<file path="src/rtl/alu_pkg.sv">
// Shared definitions for the execute-stage ALU: control codes, FSM states and
// shift-kind decoding, also imported by the ALU decoder.
package alu_pkg;

    localparam logic [3:0] ALU_ADD    = 4'b0000;
    localparam logic [3:0] ALU_PASS_B = 4'b0001;
    localparam logic [3:0] ALU_AND    = 4'b0010;
    localparam logic [3:0] ALU_OR     = 4'b0011;
    localparam logic [3:0] ALU_XOR    = 4'b0100;
    localparam logic [3:0] ALU_SLL    = 4'b0101;
    localparam logic [3:0] ALU_SRL    = 4'b0110;
    localparam logic [3:0] ALU_SRA    = 4'b0111;
    localparam logic [3:0] ALU_EQ     = 4'b1000;
    localparam logic [3:0] ALU_NE     = 4'b1001;
    localparam logic [3:0] ALU_SUB    = 4'b1010;
    localparam logic [3:0] ALU_RSVD   = 4'b1011;
    localparam logic [3:0] ALU_LT     = 4'b1100;
    localparam logic [3:0] ALU_GE     = 4'b1101;
    localparam logic [3:0] ALU_LTU    = 4'b1110;
    localparam logic [3:0] ALU_GEU    = 4'b1111;

    typedef enum logic {
        ST_IDLE  = 1'b0,
        ST_SHIFT = 1'b1
    } state_t;

    typedef enum logic [1:0] {
        SH_LL = 2'b00,
        SH_RL = 2'b01,
        SH_RA = 2'b10
    } shift_kind_t;

    function automatic logic is_shift(input logic [3:0] ctrl);
        return (ctrl == ALU_SLL) || (ctrl == ALU_SRL) || (ctrl == ALU_SRA);
    endfunction

    function automatic shift_kind_t shift_kind(input logic [3:0] ctrl);
        shift_kind_t kind;
        kind = SH_LL;
        if (ctrl == ALU_SRL) kind = SH_RL;
        if (ctrl == ALU_SRA) kind = SH_RA;
        return kind;
    endfunction

endpackage

</file>
<file path="src/rtl/alu_compare.sv">
// Combinational comparator: computes eq / signed-lt / unsigned-lt and selects
// the branch flag for the compare control codes (0 for everything else).
module alu_compare
    import alu_pkg::*;
#(
    parameter int WIDTH = 32
) (
    input  logic [3:0]       ctrl,
    input  logic [WIDTH-1:0] a,
    input  logic [WIDTH-1:0] b,
    output logic             flag
);

    logic eq;
    logic lt_s;
    logic lt_u;

    assign eq   = (a == b);
    assign lt_s = ($signed(a) < $signed(b));
    assign lt_u = (a < b);

    // NOTE: every output of an always_comb block gets a default first so no
    // path leaves it unassigned, which would otherwise infer a latch.
    always_comb begin
        flag = 1'b0;
        case (ctrl)
            ALU_EQ:  flag = eq;
            ALU_NE:  flag = !eq;
            ALU_LT:  flag = lt_s;
            ALU_GE:  flag = !lt_s;
            ALU_LTU: flag = lt_u;
            ALU_GEU: flag = !lt_u;
            default: flag = 1'b0;
        endcase
    end

endmodule

</file>
<file path="src/rtl/alu_exec.sv">
// Execute-stage ALU with valid/ready handshakes on both sides; single-cycle
// logic/arith/compare ops and an iterative 1-bit-per-cycle shifter.
module alu_exec
    import alu_pkg::*;
#(
    parameter int WIDTH = 32
) (
    input  logic             clk,
    input  logic             rst_n,
    input  logic             in_valid,
    output logic             in_ready,
    input  logic [3:0]       alu_ctrl,
    input  logic [WIDTH-1:0] src_a,
    input  logic [WIDTH-1:0] src_b,
    output logic             out_valid,
    input  logic             out_ready,
    output logic [WIDTH-1:0] result,
    output logic             flag,
    output logic             busy
);

    localparam int SHW = $clog2(WIDTH);

    state_t           state;
    shift_kind_t      sh_kind;
    logic [WIDTH-1:0] sh_reg;
    logic [WIDTH-1:0] sh_next;
    logic [SHW-1:0]   sh_cnt;
    logic [SHW-1:0]   sh_amt;
    logic [WIDTH-1:0] op_result;
    logic             op_flag;
    logic             cmp_flag;
    logic             accept;

    assign sh_amt   = src_b[SHW-1:0];
    // out_ready -> in_ready is deliberately the one combinational path, so a
    // drained result frees the slot for a new op in the same cycle.
    assign in_ready = (state == ST_IDLE) && (!out_valid || out_ready);
    assign accept   = in_valid && in_ready;
    assign busy     = (state == ST_SHIFT);

    alu_compare #(.WIDTH(WIDTH)) u_compare (
        .ctrl (alu_ctrl),
        .a    (src_a),
        .b    (src_b),
        .flag (cmp_flag)
    );

    always_comb begin
        op_result = '0;
        op_flag   = 1'b0;
        case (alu_ctrl)
            ALU_ADD:    op_result = src_a + src_b;
            ALU_SUB:    op_result = src_a - src_b;
            ALU_PASS_B: op_result = src_b;
            ALU_AND:    op_result = src_a & src_b;
            ALU_OR:     op_result = src_a | src_b;
            ALU_XOR:    op_result = src_a ^ src_b;
            // Only reached for a zero shift amount; non-zero goes through SHIFT.
            ALU_SLL, ALU_SRL, ALU_SRA: op_result = src_a;
            ALU_EQ, ALU_NE, ALU_LT, ALU_GE, ALU_LTU, ALU_GEU: begin
                op_flag   = cmp_flag;
                op_result = {{(WIDTH-1){1'b0}}, cmp_flag};
            end
            default: begin
                op_result = '0;
                op_flag   = 1'b0;
            end
        endcase
    end

    always_comb begin
        sh_next = sh_reg;
        case (sh_kind)
            SH_LL:   sh_next = {sh_reg[WIDTH-2:0], 1'b0};
            SH_RL:   sh_next = {1'b0, sh_reg[WIDTH-1:1]};
            SH_RA:   sh_next = {sh_reg[WIDTH-1], sh_reg[WIDTH-1:1]};
            default: sh_next = sh_reg;
        endcase
    end

    // NOTE: sequential state uses non-blocking assignments only; the later
    // out_valid assignment on accept overrides the earlier clear on transfer.
    always_ff @(posedge clk or negedge rst_n) begin
        if (!rst_n) begin
            state     <= ST_IDLE;
            out_valid <= 1'b0;
            result    <= '0;
            flag      <= 1'b0;
            sh_reg    <= '0;
            sh_cnt    <= '0;
            sh_kind   <= SH_LL;
        end else begin
            if (out_valid && out_ready) begin
                out_valid <= 1'b0;
            end
            case (state)
                ST_IDLE: begin
                    if (accept) begin
                        if (is_shift(alu_ctrl) && (sh_amt != '0)) begin
                            sh_reg  <= src_a;
                            sh_cnt  <= sh_amt;
                            sh_kind <= shift_kind(alu_ctrl);
                            state   <= ST_SHIFT;
                        end else begin
                            result    <= op_result;
                            flag      <= op_flag;
                            out_valid <= 1'b1;
                        end
                    end
                end
                ST_SHIFT: begin
                    sh_reg <= sh_next;
                    sh_cnt <= sh_cnt - 1'b1;
                    if (sh_cnt == SHW'(1)) begin
                        result    <= sh_next;
                        flag      <= 1'b0;
                        out_valid <= 1'b1;
                        state     <= ST_IDLE;
                    end
                end
                default: state <= ST_IDLE;
            endcase
        end
    end

endmodule
</file>
<file path="config.mk">
export PLATFORM = sky130hd
export DESIGN_NAME = alu_exec
export DESIGN_NICKNAME = d
export VERILOG_FILES = /design/src/rtl/alu_pkg.sv /design/src/rtl/alu_compare.sv /design/src/rtl/alu_exec.sv
export SDC_FILE = /design/constraint.sdc
export NUM_CORES = 1
export LEC_CHECK = 0
export BUFFER_PORTS_ARGS = -buffer_cell sky130_fd_sc_hd__buf_2
export CORE_MARGIN = 1
export CORE_UTILIZATION = 30
export DETAILED_ROUTE_END_ITERATION = 16
export PLACE_DENSITY = 0.59
export SLEW_MARGIN = 20
export SYNTH_ARGS = -nofsm -noshare
export SYNTH_HDL_FRONTEND = slang
export SYNTH_SLANG_ARGS = --single-unit
</file>
<file path="constraint.sdc">
create_clock -name clk -period 2.06 [get_ports clk]
set_clock_uncertainty 0.1 [all_clocks]
set_input_delay 0.412 -clock clk [delete_from_list [all_inputs] [get_ports clk]]
set_output_delay 0.412 -clock clk [all_outputs]
set_load 0.01 [all_outputs]
</file>
---- Word level (Yosys, flattened, before mapping) ----
Index checks and enable logic that the tools add are counted.
word-level totals
  ROM bits ................................ 0
  register bits ........................... 74
  latch bits .............................. 0
  output and inout bits ................... 36
  input bits .............................. 72
  memory bits (writable) .................. 0
  memories ................................ 0
  logic and storage cells ................. 86
operators by class
  div/mod/pow operators ................... 0
  multiplexer cells ....................... 29
  $add $sub $neg .......................... 3
  multiply operators ...................... 0
  reductions and logical operators ........ 19
  order comparisons ....................... 2
  shifts and indexed selects .............. 0
  bitwise operators ....................... 4
  equal/unequal tests ..................... 22
operators by type and width
  kind                   number
  $pmux W32 S8           1
  $mux W32               5
  $pmux W32 S2           2
  $pmux W32 S3           1
  $lt A32 B32 Y1         2
  $add A32 B32 Y32       1
  $and A32 B32 Y32       1
  $eq A32 B32 Y1         1
  $or A32 B32 Y32        1
  $sub A32 B32 Y32       1
  $xor A32 B32 Y32       1
  $eq A4 B4 Y1 const B   7
  $eq A4 B3 Y1 const B   4
  $mux W1                12
  $mux W5                2
  $pmux W5 S2            1
  $eq A4 B2 Y1 const B   2
  $pmux W1 S2            3
  $pmux W1 S6            1
  $reduce_and A3 Y1      2
  $reduce_or A6 Y1       1
  $eq A5 B1 Y1 const B   1
  $reduce_bool A5 Y1     1
  $sub A5 B1 Y5 const B  1
  other kinds (14)       24

---- Depth between registers and ports, before layout ----
Gate-level depths: netlist (run 1).
  word-level depth ........................ 7
  depth in mapped cells ................... 13
  mapped depth without buffers ............ 13

---- Cells and area by module ----
Synthesis (run 1) repeated with hierarchy kept, for this count alone.
unflattened totals
  cells, all modules ...................... 1,258
  area, all modules ....................... 9,380.2 sq um
modules (own cells, without submodules)
  module       times used  cells an instance  area each (sq um)  sequential area each (sq um)
  alu_exec     1           1,135              8,480.6            1,851.8
  alu_compare  1           123                899.6              0.0

---- Least setup slack after synthesis (run 1) ----
Ideal clock, no wire load.
  path kind ............................... input port to flip-flop
  start ................................... input src_a[0]
  end ..................................... register result[30]
  library setup time ...................... 0.122 ns
  slack ................................... -0.891 ns
  buffers on the path ..................... 0
  cell stages on the path ................. 11
  data required time ...................... 1.838 ns
  data arrival time ....................... 2.729 ns
  cells stage by stage .................... ha_1 fa_1 a21oi_1 o221ai_2 a211oi_4 o41a_1 o21ba_2 nor4b_2 or4_1 nand3_1 a21oi_2
between the ends
  longest elaborated chain between the ends .. 5
  elaborated cells on any way between the ends .. 6
  those cells by class .................... add/sub: 2; mux: 4
RTL lines
  element                                                      RTL line                        RTL
  from (decl)                                                  alu_exec.sv:13                  input logic [WIDTH-1:0] src_a,
  $sub A32 B32 Y32 / $add A32 B32 Y32 (equally long branches)  alu_exec.sv:54, alu_exec.sv:53
  $pmux W32 S8 *                                               alu_exec.sv:52                  case (alu_ctrl)
  $mux W32 *                                                   alu_exec.sv:100                 if (is_shift(alu_ctrl) && (sh_amt != '0)) begin
  $mux W32 *                                                   alu_exec.sv:99                  if (accept) begin
  $pmux W32 S2 *                                               alu_exec.sv:97                  case (state)
  to (signal assigned)                                         alu_exec.sv:106                 result <= op_result;
  to (signal assigned)                                         alu_exec.sv:116                 result <= sh_next;
  to (decl)                                                    alu_exec.sv:17                  output logic [WIDTH-1:0] result,
Mark *: on every way between the ends. The rest lies on a longest branch, timed or not. The select of a mux whose other input is x is not followed.
A chain may end at the register's enable or synchronous reset.

---- Final worst setup path (run 1) ----
Same ends and word-level chain as after synthesis.

==> results by group, run 1 <==
Power
  – Sequential power share: 0.222
  – PwrDens: approximately 750 nW/um2
  – Static Leak: between 7 and 8 nW
  – Sw Ratio: 0.449
  – Int Pwr: 6.81 mW
  – Max VDD drop: approximately 0.58 mV
  – Psw: between 5 and 6 mW
  – Logic gate share of total power: 0.629
  – Clk pwr share: 0.149

Worst setup path
  – Crit Path Max Fanout: 3
  – Max stage delay on crit path: around 0.4 ns
  – CP Buf/Inv Count: 3
  – Top delay family on crit path: simple AND/OR/NAND/NOR gates
  – Type of the worst setup path: input port to register
  – CP Launch Type: input port
  – CP max stage cell: or4_1
  – WP data required: 2.23 ns
  – Setup crit end kind: register
  – Worst Path Arrival: approximately 2.9 ns
  – Cell Chain, Critical Path: buf_12, inv_12, ha_4, inv_2, fa_2, nor2b_4, o211ai_1, and4_1, o41ai_4, a31oi_4, o32ai_4, or4_1, and3_1, a21oi_2

Finish
  – Fin cells: 2378
  – Layout cells sized above 1: 0.427
  – Post-layout util: 0.493
  – Design area: around 17000 um2
  – Area growth syn-to-layout: 60.8%
  – Final net count: 2098
  – # diodes: 0

STA
  – Final TNS setup: -15.95 ns
  – Final Hold Viols: 0
  – Final worst slack: -0.696 ns
  – Tcrit/Tclk final: 1.34
  – Slew @ Worst Pin: roughly 0.6 ns
  – RSZ-0062 raised after global routing: true
  – Endpoints failing setup: 29
  – Slew margin rel.: 0.597
  – Final min period: 2.76 ns
  – Highest Clock Rate: about 0.36 GHz
  – Slew Limit Fails: 0

CTS
  – Reg clk slew, reported paths: approximately 0.060 ns
  – CTS buffer count: 9
  – CTS tree: done
  – Clk Latency, worst-skew pair: around 0.34 ns
  – Max H-tree Level: 3
  – Clock tree root buffer cell: clkbuf_16
  – Clock sinks: 74
  – Clock Path Buffers: 2

Route
  – Vias: ~14000
  – WL/cell: approximately 20 um
  – Iteration-0 DRC count of the detailed router: 1137
  – Antenna Nets Post-Route: 0
  – DR vias/cell: 5.71
  – Routed Wire Length: 49000 um
  – Drt pass-1 iters: 8
  – Residual DRC: 0

Global routing
  – First-pass GRT wire length: between 70000 and 80000 um
  – Initial antenna violation count: 1
  – GR Overflow Total: 0
  – Largest net degree at the start of global routing: 49
  – Vias in the first global route: 12800
  – GRT Total Usage: 0.268

Die
  – Die W: 187 um
  – Cell Rows: 67
  – Core box area: approximately 34000 um2
  – Die height: 187 um
  – Die area: 35100 um2
  – IO Pins: between 100 and 150
  – Initial Utilization: 0.306

Synthesis
  – Cell taking the most area after synthesis: dfrtp_1
  – Synth Instances: roughly 1400
  – Commonest cells post-synth: 177 x a21oi_1, 145 x nor2_1, 144 x nand2_1
  – Mean Syn Cell Area: a little over 7 um2
  – Synth top area share: 0.180
  – Synth unique cells: 98
  – Mapped cell area: 10300 um2
  – Top post-synthesis cells by area: dfrtp_1 18%, ha_1 12%, a21oi_1 8.6%
  – Synth warn: 0
  – Post-synth ARST share: 1.00
  – EDFF count, synth: 0
  – Syn_nets: 1620
  – Sequential share of the synthesized area: 0.180
  – Most frequent cell after synthesis: a21oi_1
  – Main synth FF type: dfrtp_1
  – Synth Register Bits: between 70 and 80

Place
  – Cells after DPL: ~2300
  – PortBufs: ~110
  – Post-DP HPWL: between 30000 and 40000 um
  – Worst slack, placed: -1.24 ns
  – DP Area: roughly 15000 um2
  – GP Congestion: 0.960

Run
  – Max Cap Viol: 0

Status
  – Status: complete, but fails checks
  – Failing checks: negative setup slack

Hold path
  – Hold WC Path Type: input port to register
layout make-up:
cell class                      count  area (um2)
Fill cell                        3220       17100
Multi-Input combinational cell   1151        8780
Timing Repair Buffer              582        4550
Sequential cell                    74        1850
Tap cell                          448         561
Inverter                          108         483
Clock buffer                        9         225
Clock inverter                      6         115
worst paths after layout:
path | from | to | slack, ns | cells after the start
setup reg to reg | sh_cnt[1] | result[22] | -0.10 | 11
min in group asynchronous | rst_n | sh_reg[4] | 0.40 | 2
hold reg to reg | out_valid | out_valid | 0.40 | 1
hold / removal | out_ready | out_valid | 0.26 | 3
max in group asynchronous | rst_n | result[31] | 0.87 | 3
setup / recovery | src_a[0] | result[30] | -0.70 | 14
through the flow:
step           power, mW  hold WS [ns]
3_3_place_gp        9.65         0.205
6_report            12.4         0.259
4_1_cts             11.9         0.257
3_5_place_dp        9.77         0.207
2_1_floorplan       6.55        0.0164
5_1_grt             13.1         0.284
routing by layer:
layer  track usage  vias to the layer above  share of wire
met4        0.0864                        2          0.034
met2         0.422                      656           0.44
met5             0                        -        0.00039
met1         0.371                     6536           0.43
met3        0.0420                      123          0.089
li1              -                     6268              -
kinds of logic after synthesis:
group	Yosys count	synth area share
flops	74	0.180
mux	24	0.0239
buf+inv	223	0.0870
fa+ha+maj	100	0.123
xor+xnor	12	0.0102
compound gates	564	0.373
simple gates	451	0.203
what timing repair did:
action | in CTS | in global routing
buffers inserted | 22 | 18
hold buffers | 1 | 0
endpoints found under the setup margin | 61 | 38
gates resized for setup | 160 | 122
pin swaps | 84 | 85
hold endpoints to repair | 15 | 0
cloned | 0 | 0
layout by cell type (no fill, tap or decap), types with 11 or more instances in the layout:
cell type and count:
buf_12 19, a21oi_2 25, o211ai_1 18, a311o_1 13, a21o_1 12, o21ai_2 11, nor3_1 14, dfrtp_1 73
inv_1 84, a311oi_1 14, mux2i_1 19, ha_1 70, buf_4 431, nor2_2 12, a21oi_1 151, nand2_1 140
a31oi_1 27, o21bai_1 12, a211oi_1 26, ha_4 22, a221oi_1 21, o21ai_0 68, nor2b_1 26, inv_2 11
o21ai_1 13, buf_2 89, nor2_1 131, buf_6 34, nand3_1 24
worst reg2reg max path, delay by kind of cell (launching register included):
kind                       cells  cell delay (ns)
and+or+nand+nor                4             0.52
adders and majority gates      1             0.15
DFF                            1             0.37
buffers and inverters          3             0.41
AOI/OAI and AO/OA              3             0.51
power groups by stage:
| stage | registers, mW | clock network [mW] | logic (mW) |
|---|---|---|---|
| global placement | 2.72 | 0 | 6.93 |
| detailed placement | 2.74 | 0 | 7.03 |
| finish | 2.75 | 1.85 | 7.78 |
| global route | 2.82 | 1.91 | 8.41 |
| CTS | 2.73 | 1.85 | 7.36 |
| floorplan | 2.72 | 0 | 3.83 |
Power figures use the tool's default switching activity.
==> run 2: changes to the inputs <==
--- a/config.mk
+++ b/config.mk
@@ -8,9 +8,12 @@
 export BUFFER_PORTS_ARGS = -buffer_cell sky130_fd_sc_hd__buf_2
 export CORE_MARGIN = 1
 export CORE_UTILIZATION = 30
+export CTS_CLUSTER_DIAMETER = 40
 export DETAILED_ROUTE_END_ITERATION = 16
 export PLACE_DENSITY = 0.59
+export SETUP_SLACK_MARGIN = 0.5
 export SLEW_MARGIN = 20
 export SYNTH_ARGS = -nofsm -noshare
 export SYNTH_HDL_FRONTEND = slang
+export SYNTH_HIERARCHICAL = 1
 export SYNTH_SLANG_ARGS = --single-unit
==> run 2 against run 1 <==
- the flow still finishes with violations (negative setup slack)
- critical path depth increased by 5
- non-clock buffer count is 102 lower
- sequential power about the same
- via count decreased by 17%
- clock power fell by 8%
- largest cell class unchanged
- largest power group unchanged
==> results by group, run 2 <==
Worst setup path
  – R2R Path Start: sh_cnt[1]
  – CP max stage cell: or4_4
  – Type of the worst setup path: input port to register
  – Setup crit end kind: register
  – Worst setup path end: result[31]
  – Top delay family on crit path: simple AND/OR/NAND/NOR gates
  – Worst reg2reg endpoint: result[13]
  – Max stage delay on crit path: about 0.53 ns
  – R2R cell count: 8
  – WP data required: between 2 and 2.5 ns
  – CP Buf/Inv Count: 1
  – Worst Path Arrival: between 4 and 5 ns
  – Most frequent cell on the critical path: or3_4
  – FF-to-FF setup slack: -0.03 ns
  – CP startpoint: src_b[6]
  – CP Launch Type: input port
  – WP depth: 19
  – Cell Chain, Critical Path: buf_2, or4_4, nor2_4, nand3_4, or3_4, or3_4, or3_4, o21ai_2, xnor2_1, ha_1, a21oi_2, o21bai_1, a21oi_2, o211a_1, o311ai_2, o21ai_1, a31oi_1, xnor2_1, o21ai_1
  – Crit Path Max Fanout: 3

STA
  – Final min period: 4.05 ns
  – Final Hold Viols: 0
  – Tcrit/Tclk final: 1.97
  – RSZ-0062 raised after global routing: true
  – Highest Clock Rate: roughly 0.25 GHz
  – Final TNS setup: -40.92 ns
  – Slew Limit Fails: 0
  – Slew margin rel.: 0.531
  – Slew @ Worst Pin: 0.703 ns
  – Final worst slack: -1.99 ns
  – Endpoints failing setup: 32

Finish
  – Register area: 1860 um2
  – Most common cell after layout, fill and taps aside: buf_4
  – Design area: 15300 um2
  – Layout cells sized above 1: 0.436
  – Area of the multi-input gates: approximately 8000 um2
  – Area growth syn-to-layout: 62.8%
  – Final net count: between 1500 and 2000
  – Fillers: around 2900
  – Commonest non-fill, non-tap cells in the layout: 319 x buf_4, 112 x ha_1, 103 x nand2_1, 94 x a21oi_1, 91 x inv_1

Synthesis
  – Syn_nets: ~1500
  – Synth unique cells: 67
  – Top post-synthesis cells by area: dfrtp_1 20%, ha_1 17%, a21oi_1 7.8%
  – Post-synth ARST share: 1.00
  – Synth Register Bits: 74
  – Cell taking the most area after synthesis: dfrtp_1
  – Sequential share of the synthesized area: 0.197
  – EDFF count, synth: 0
  – Mapped cell area: 9380 um2
  – Mean Syn Cell Area: approximately 7.5 um2
  – Synth top area share: 0.197
  – Most frequent cell after synthesis: a21oi_1
  – Synth Instances: roughly 1300
  – Main synth FF type: dfrtp_1
  – Synth warn: 6
  – Commonest cells post-synth: 146 x a21oi_1, 131 x ha_1, 115 x nand2_1

Die
  – Core box area: about 31000 um2
  – Initial Utilization: 0.306
  – IO Pins: between 100 and 150
  – Die height: between 150 and 200 um
  – Cell Rows: 64
  – Die W: 179 um
  – Die area: between 30000 and 40000 um2

Place
  – PortBufs: 107
  – Post-DP HPWL: about 30000 um
  – DP Area: 13000 um2
  – Worst slack, placed: -2.46 ns
  – GP Congestion: a little over 0.9

Power
  – Sw Ratio: 0.437
  – Final Power: 11.8 mW
  – Psw: just over 5 mW
  – Max VDD drop: roughly 0.43 mV
  – PwrDens: approximately 770 nW/um2
  – Logic gate share of total power: 0.620
  – Int Pwr: between 6 and 7 mW
  – Static Leak: around 7.1 nW
  – Clk pwr share: 0.145
  – Sequential power share: 0.235

Global routing
  – Largest net degree at the start of global routing: 56
  – First-pass GRT wire length: roughly 59000 um
  – Vias in the first global route: 10600
  – GRT Total Usage: 0.238
  – GR Overflow Total: 0
  – Initial antenna violation count: 0

Route
  – DR vias/cell: 5.41
  – Vias: 11200
  – Drt pass-1 iters: 5
  – Iteration-0 DRC count of the detailed router: 847
  – Routed Wire Length: 39700 um
  – Residual DRC: 0
  – Antenna Nets Post-Route: 0
  – WL/cell: roughly 19 um

Run
  – Max Cap Viol: 0

CTS
  – Clock Path Buffers: 2
  – Clock tree root buffer cell: clkbuf_16
  – Clk Latency, worst-skew pair: around 0.34 ns
  – Reg clk slew, reported paths: 0.06 ns
  – CTS tree: done
  – Clock sinks: 74
  – CTS buffer count: 9
  – Max H-tree Level: 3

Status
  – Status: complete, but fails checks
  – Failing checks: negative setup slack

Hold path
  – Hold WC Path Type: input port to register
==> run 2: cell types whose count changed in the layout (fill, tap and decap cells not counted), moves of 13 or more <==
| cell | delta |
|---|---|
| a21oi_2 | +25 |
| xor2_1 | +13 |
| xnor2_1 | +29 |
| a311oi_1 | -14 |
| ha_1 | +42 |
| o21ai_0 | -37 |
| nor2_1 | -48 |
| nand2_1 | -37 |
| o21ai_1 | +33 |
| buf_4 | -112 |
| a21oi_1 | -57 |
==> run 2: cells by family after synthesis <==
| kind of cell | share of synthesized area |
|---|---|
| AND/OR/NAND/NOR | 0.176 |
| buffers and inverters | 0.0724 |
| flip-flops | 0.197 |
| XOR/XNOR | 0.0579 |
| adder cells (fa/ha/maj) | 0.177 |
| multiplexers | 0.0111 |
| AO/OA/AOI/OAI | 0.309 |
==> run 2: how the worst min path moves through the flow <==
stage | depth (start not counted) | slack [ns] | endpoint | startpoint
floorplan | 0 | 0.02 | busy | rst_n
global placement | 1 | 0.34 | sh_reg[2] | rst_n
detailed placement | 1 | 0.34 | result[10] | rst_n
CTS | 3 | 0.28 | out_valid | out_ready
global route | 3 | 0.32 | out_valid | out_ready
finish | 3 | 0.29 | out_valid | out_ready
==> run 2: final cells by class <==
class	instances	share of cell area
Clock inverter	7	0.00614
Timing Repair Buffer	480	0.258
Clock buffer	9	0.0147
Inverter	106	0.0282
Sequential cell	74	0.121
Tap cell	396	0.0324
Multi-Input combinational cell	1004	0.539
Antenna cell	1	0.000164
==> run 2: power by group through the flow <==
| stage | logic [mW] | clock network, mW | registers (mW) |
|---|---|---|---|
| finish | 7.30 | 1.71 | 2.77 |
| global placement | 5.84 | 0 | 2.69 |
| detailed placement | 5.92 | 0 | 2.71 |
| floorplan | 3.42 | 0 | 2.69 |
| global route | 7.95 | 1.79 | 2.85 |
| CTS | 6.79 | 1.72 | 2.74 |
==> run 2: stage by stage <==
| stage | utilization | hold slack [ns] | instances |
|---|---|---|---|
| final | 0.498 | 0.287 | 2077 |
| after global routing | 0.498 | 0.317 | 2076 |
| after CTS | 0.472 | 0.284 | 2052 |
| after detailed placement | 0.425 | 0.337 | 2003 |
| after global placement | 0.425 | 0.335 | 2003 |
| after floorplan | - | 0.0164 | 1258 |
==> run 2: worst min-delay path, delay by kind of cell <==
kind / cells / cell delay [ns]
compound gates: 1 / 0.12
buf+inv: 2 / 0.17
==> run 2: timing repair <==
item / in CTS / in global routing
pin swaps: 90 / 108
endpoints found under the hold margin: 36 / 0
setup buffers: 28 / 19
gates cloned: 4 / 5
endpoints found under the setup margin: 76 / 76
gates resized for setup: 208 / 109
hold buffers: 1 / 0
==> run 2: routing by layer <==
metal  global-route usage  routed length [um]  part of all wire  up-vias
li1                     -                   -                 -     5404
met2                0.380               18300              0.46      352
met1                0.338               18300              0.46     5422
met5                    0                   0                 0        -
met3               0.0284                2380             0.060       49
met4               0.0607                 693             0.017        0
==> run 3: changes to the inputs <==
--- a/config.mk
+++ b/config.mk
@@ -5,6 +5,7 @@
 export SDC_FILE = /design/constraint.sdc
 export NUM_CORES = 1
 export LEC_CHECK = 0
+export ABC_AREA = 1
 export BUFFER_PORTS_ARGS = -buffer_cell sky130_fd_sc_hd__buf_2
 export CORE_MARGIN = 1
 export CORE_UTILIZATION = 30
==> run 3 against run 2 <==
- the flow still finishes with violations (negative setup slack)
- clock power is 3% lower
- maximum frequency is 31% higher
- utilization is 1.1 points higher
- synthesized cell count is 26% higher
- design area is 8.7% higher
- synthesized area is 6.5% higher
- global-route usage is 2.0 points higher
- highest routed layer unchanged
- combinational power is 2% higher
- critical endpoint is now result[28]
- first-iteration DRC count is 3.7% higher
- flip-flop and latch count stayed put
- register-to-register slack better by 0.23 ns
- final cell count is 20% higher
==> results by group, run 3 <==
Status
  – Status: complete, but fails checks
  – Failing checks: negative setup slack

Place
  – Post-DP HPWL: around 34000 um
  – DP Area: between 10000 and 15000 um2
  – GP Congestion: 0.991
  – PortBufs: ~110

Worst setup path
  – CP startpoint: src_b[8]
  – Crit Path Max Fanout: 4
  – Type of the worst setup path: input port to register
  – Setup crit end kind: register
  – CP Launch Type: input port
  – Worst reg2reg endpoint: result[4]
  – R2R cell count: 8
  – R2R Path Start: sh_kind[1]
  – FF-to-FF setup slack: about 0.2 ns
  – Worst setup path end: result[28]
  – Worst Path Arrival: roughly 3.3 ns
  – WP data required: approximately 2.2 ns

Synthesis
  – Synth unique cells: 51
  – Post-synth ARST share: 1.00
  – Top post-synthesis cells by area: dfrtp_1 19%, ha_1 16%, nand2_1 16%
  – Synth Instances: 1587
  – Most frequent cell after synthesis: nand2_1
  – Commonest cells post-synth: 413 x nand2_1, 266 x inv_1, 153 x nor2_1
  – Synth Register Bits: 74
  – EDFF count, synth: 0
  – Main synth FF type: dfrtp_1
  – Cell taking the most area after synthesis: dfrtp_1
  – Syn_nets: ~1800
  – Synth warn: 6
  – Mapped cell area: ~10000 um2
  – Synth top area share: 0.185
  – Mean Syn Cell Area: around 6.3 um2
  – Sequential share of the synthesized area: 0.185

Global routing
  – Vias in the first global route: 12400
  – GRT Total Usage: 0.258
  – Initial antenna violation count: 0
  – GR Overflow Total: 0
  – Largest net degree at the start of global routing: 55
  – First-pass GRT wire length: between 60000 and 70000 um

Die
  – Die W: 184 um
  – Die area: roughly 34000 um2
  – Die height: 184 um
  – Core box area: 32600 um2
  – IO Pins: 108
  – Cell Rows: 66
  – Initial Utilization: 0.306

STA
  – Slew Limit Fails: 0
  – Endpoints failing setup: 33
  – Highest Clock Rate: about 0.32 GHz
  – Final min period: between 3 and 4 ns
  – Slew margin rel.: 0.636
  – Tcrit/Tclk final: 1.51
  – Final Hold Viols: 0
  – Slew @ Worst Pin: ~0.54 ns
  – Final worst slack: -1.05 ns
  – RSZ-0062 raised after global routing: true
  – Final TNS setup: -26.01 ns
  – WHS: about 0.2 ns

CTS
  – Clk Latency, worst-skew pair: between 0.3 and 0.4 ns
  – Clock Path Buffers: 2
  – Max H-tree Level: 3
  – Reg clk slew, reported paths: 0.07 ns
  – CTS buffer count: 9
  – Clock tree root buffer cell: clkbuf_16
  – Clock sinks: 74
  – CTS tree: done

Finish
  – Most common cell after layout, fill and taps aside: nand2_1
  – Area growth syn-to-layout: 66.2%
  – Design area: ~17000 um2
  – # diodes: 0
  – Layout cells sized above 1: 0.433
  – Commonest non-fill, non-tap cells in the layout: 314 x nand2_1, 304 x buf_4, 224 x inv_1, 105 x nor2_1, 99 x ha_1
  – Final net count: 2247

Route
  – WL/cell: roughly 18 um
  – DR vias/cell: between 5 and 6
  – Residual DRC: 0
  – Antenna Nets Post-Route: 0
  – Max layer used: met4
  – Vias: between 10000 and 15000
  – Routed wl met2: 21600 um
  – Metal-1 WL: roughly 18000 um
  – DR WL met3: around 2300 um
  – Iteration-0 DRC count of the detailed router: just under 900
  – Routed Wire Length: roughly 44000 um
  – Drt pass-1 iters: 5

Run
  – Max Cap Viol: 0

Power
  – Max VDD drop: between 1 and 1.5 mV
  – Static Leak: ~8.4 nW
  – PwrDens: approximately 700 nW/um2

Hold path
  – Hold WC Path Type: input port to register
  – Hold depth: 2
run 3: changes by cell type after synthesis, sizes merged, moves of 42 or more:
cell / previous run / this run
nand2: 115 / 417
clkbuf: 67 / 23
a21oi: 146 / 88
o22ai: 3 / 55
xnor2: 46 / 4
nor2: 101 / 161
inv: 106 / 273
run 3: worst max-delay path: stages:
cell and delay [ns]:
buf_2 0.13, nor2_4 0.10, nand2_2 0.07, nor3_2 0.16, buf_4 0.15, nand4_1 0.18
buf_4 0.22, o31ai_4 0.22, xor2_1 0.19, inv_1 0.09, ha_4 0.24, a21o_1 0.21
nor2_2 0.13, nand2_1 0.09, a21oi_2 0.19, nand2_1 0.09, nand2_1 0.07, nand3_1 0.06
nand2_1 0.08, nand2_1 0.06, a21boi_1 0.13
run 3: metrics by stage:
step           worst slack, ns  utilization  total power, mW  cells
6_report                 -1.05        0.509             11.6   2490
5_1_grt                  -1.22        0.509             12.4   2490
3_3_place_gp             -1.72        0.417             8.26   2376
3_5_place_dp             -1.68        0.417             8.35   2376
2_1_floorplan           -0.821            -             6.04   1587
4_1_cts                  -1.00        0.483             11.1   2462
run 3: routing by layer:
metal / vias to the layer above / track usage
li1: 6117 / -
met1: 6042 / 0.315
met2: 431 / 0.450
met3: 99 / 0.0306
met4: 0 / 0.120
met5: - / 0
run 3: power by group:
part / leakage (nW) / internal, mW / switching, mW
logic: 7.32 / 3.35 / 4.12
clock network: 0.150 / 0.986 / 0.675
registers: 0.939 / 2.10 / 0.391
run 3: how the worst min path moves through the flow:
stage | end | slack [ns] | startpoint
after floorplan | busy | 0.02 | rst_n
after global placement | sh_reg[25] | 0.28 | rst_n
after detailed placement | sh_reg[24] | 0.28 | rst_n
after CTS | out_valid | 0.16 | out_ready
after global routing | out_valid | 0.20 | out_ready
final | out_valid | 0.20 | out_ready
run 3: area by class of cell:
| cell class | count | area (um2) |
|---|---|---|
| Fill cell | 3142 | 16000 |
| Inverter | 274 | 1130 |
| Multi-Input combinational cell | 1192 | 8630 |
| Sequential cell | 74 | 1850 |
| Clock inverter | 6 | 72.6 |
| Clock buffer | 10 | 239 |
| Timing Repair inverter | 1 | 8.76 |
| Tap cell | 442 | 553 |
| Timing Repair Buffer | 491 | 4120 |
run 3: cells by family after synthesis:
logic type / count (synthesis) / synth area share
adders and majority gates: 132 / 0.166
DFF: 74 / 0.185
buffers and inverters: 321 / 0.125
AOI/OAI and AO/OA: 317 / 0.193
xor gates and xnor gates: 37 / 0.0324
and+or+nand+nor: 706 / 0.298
run 3: repair_timing:
action / 4_1_cts / 5_1_grt
buffers inserted: 63 / 28
pin swaps: 140 / 100
setup endpoints to repair: 76 / 76
gates resized for setup: 338 / 155
hold buffers: 1 / 0
endpoints found under the hold margin: 27 / 0
cloned: 6 / 0
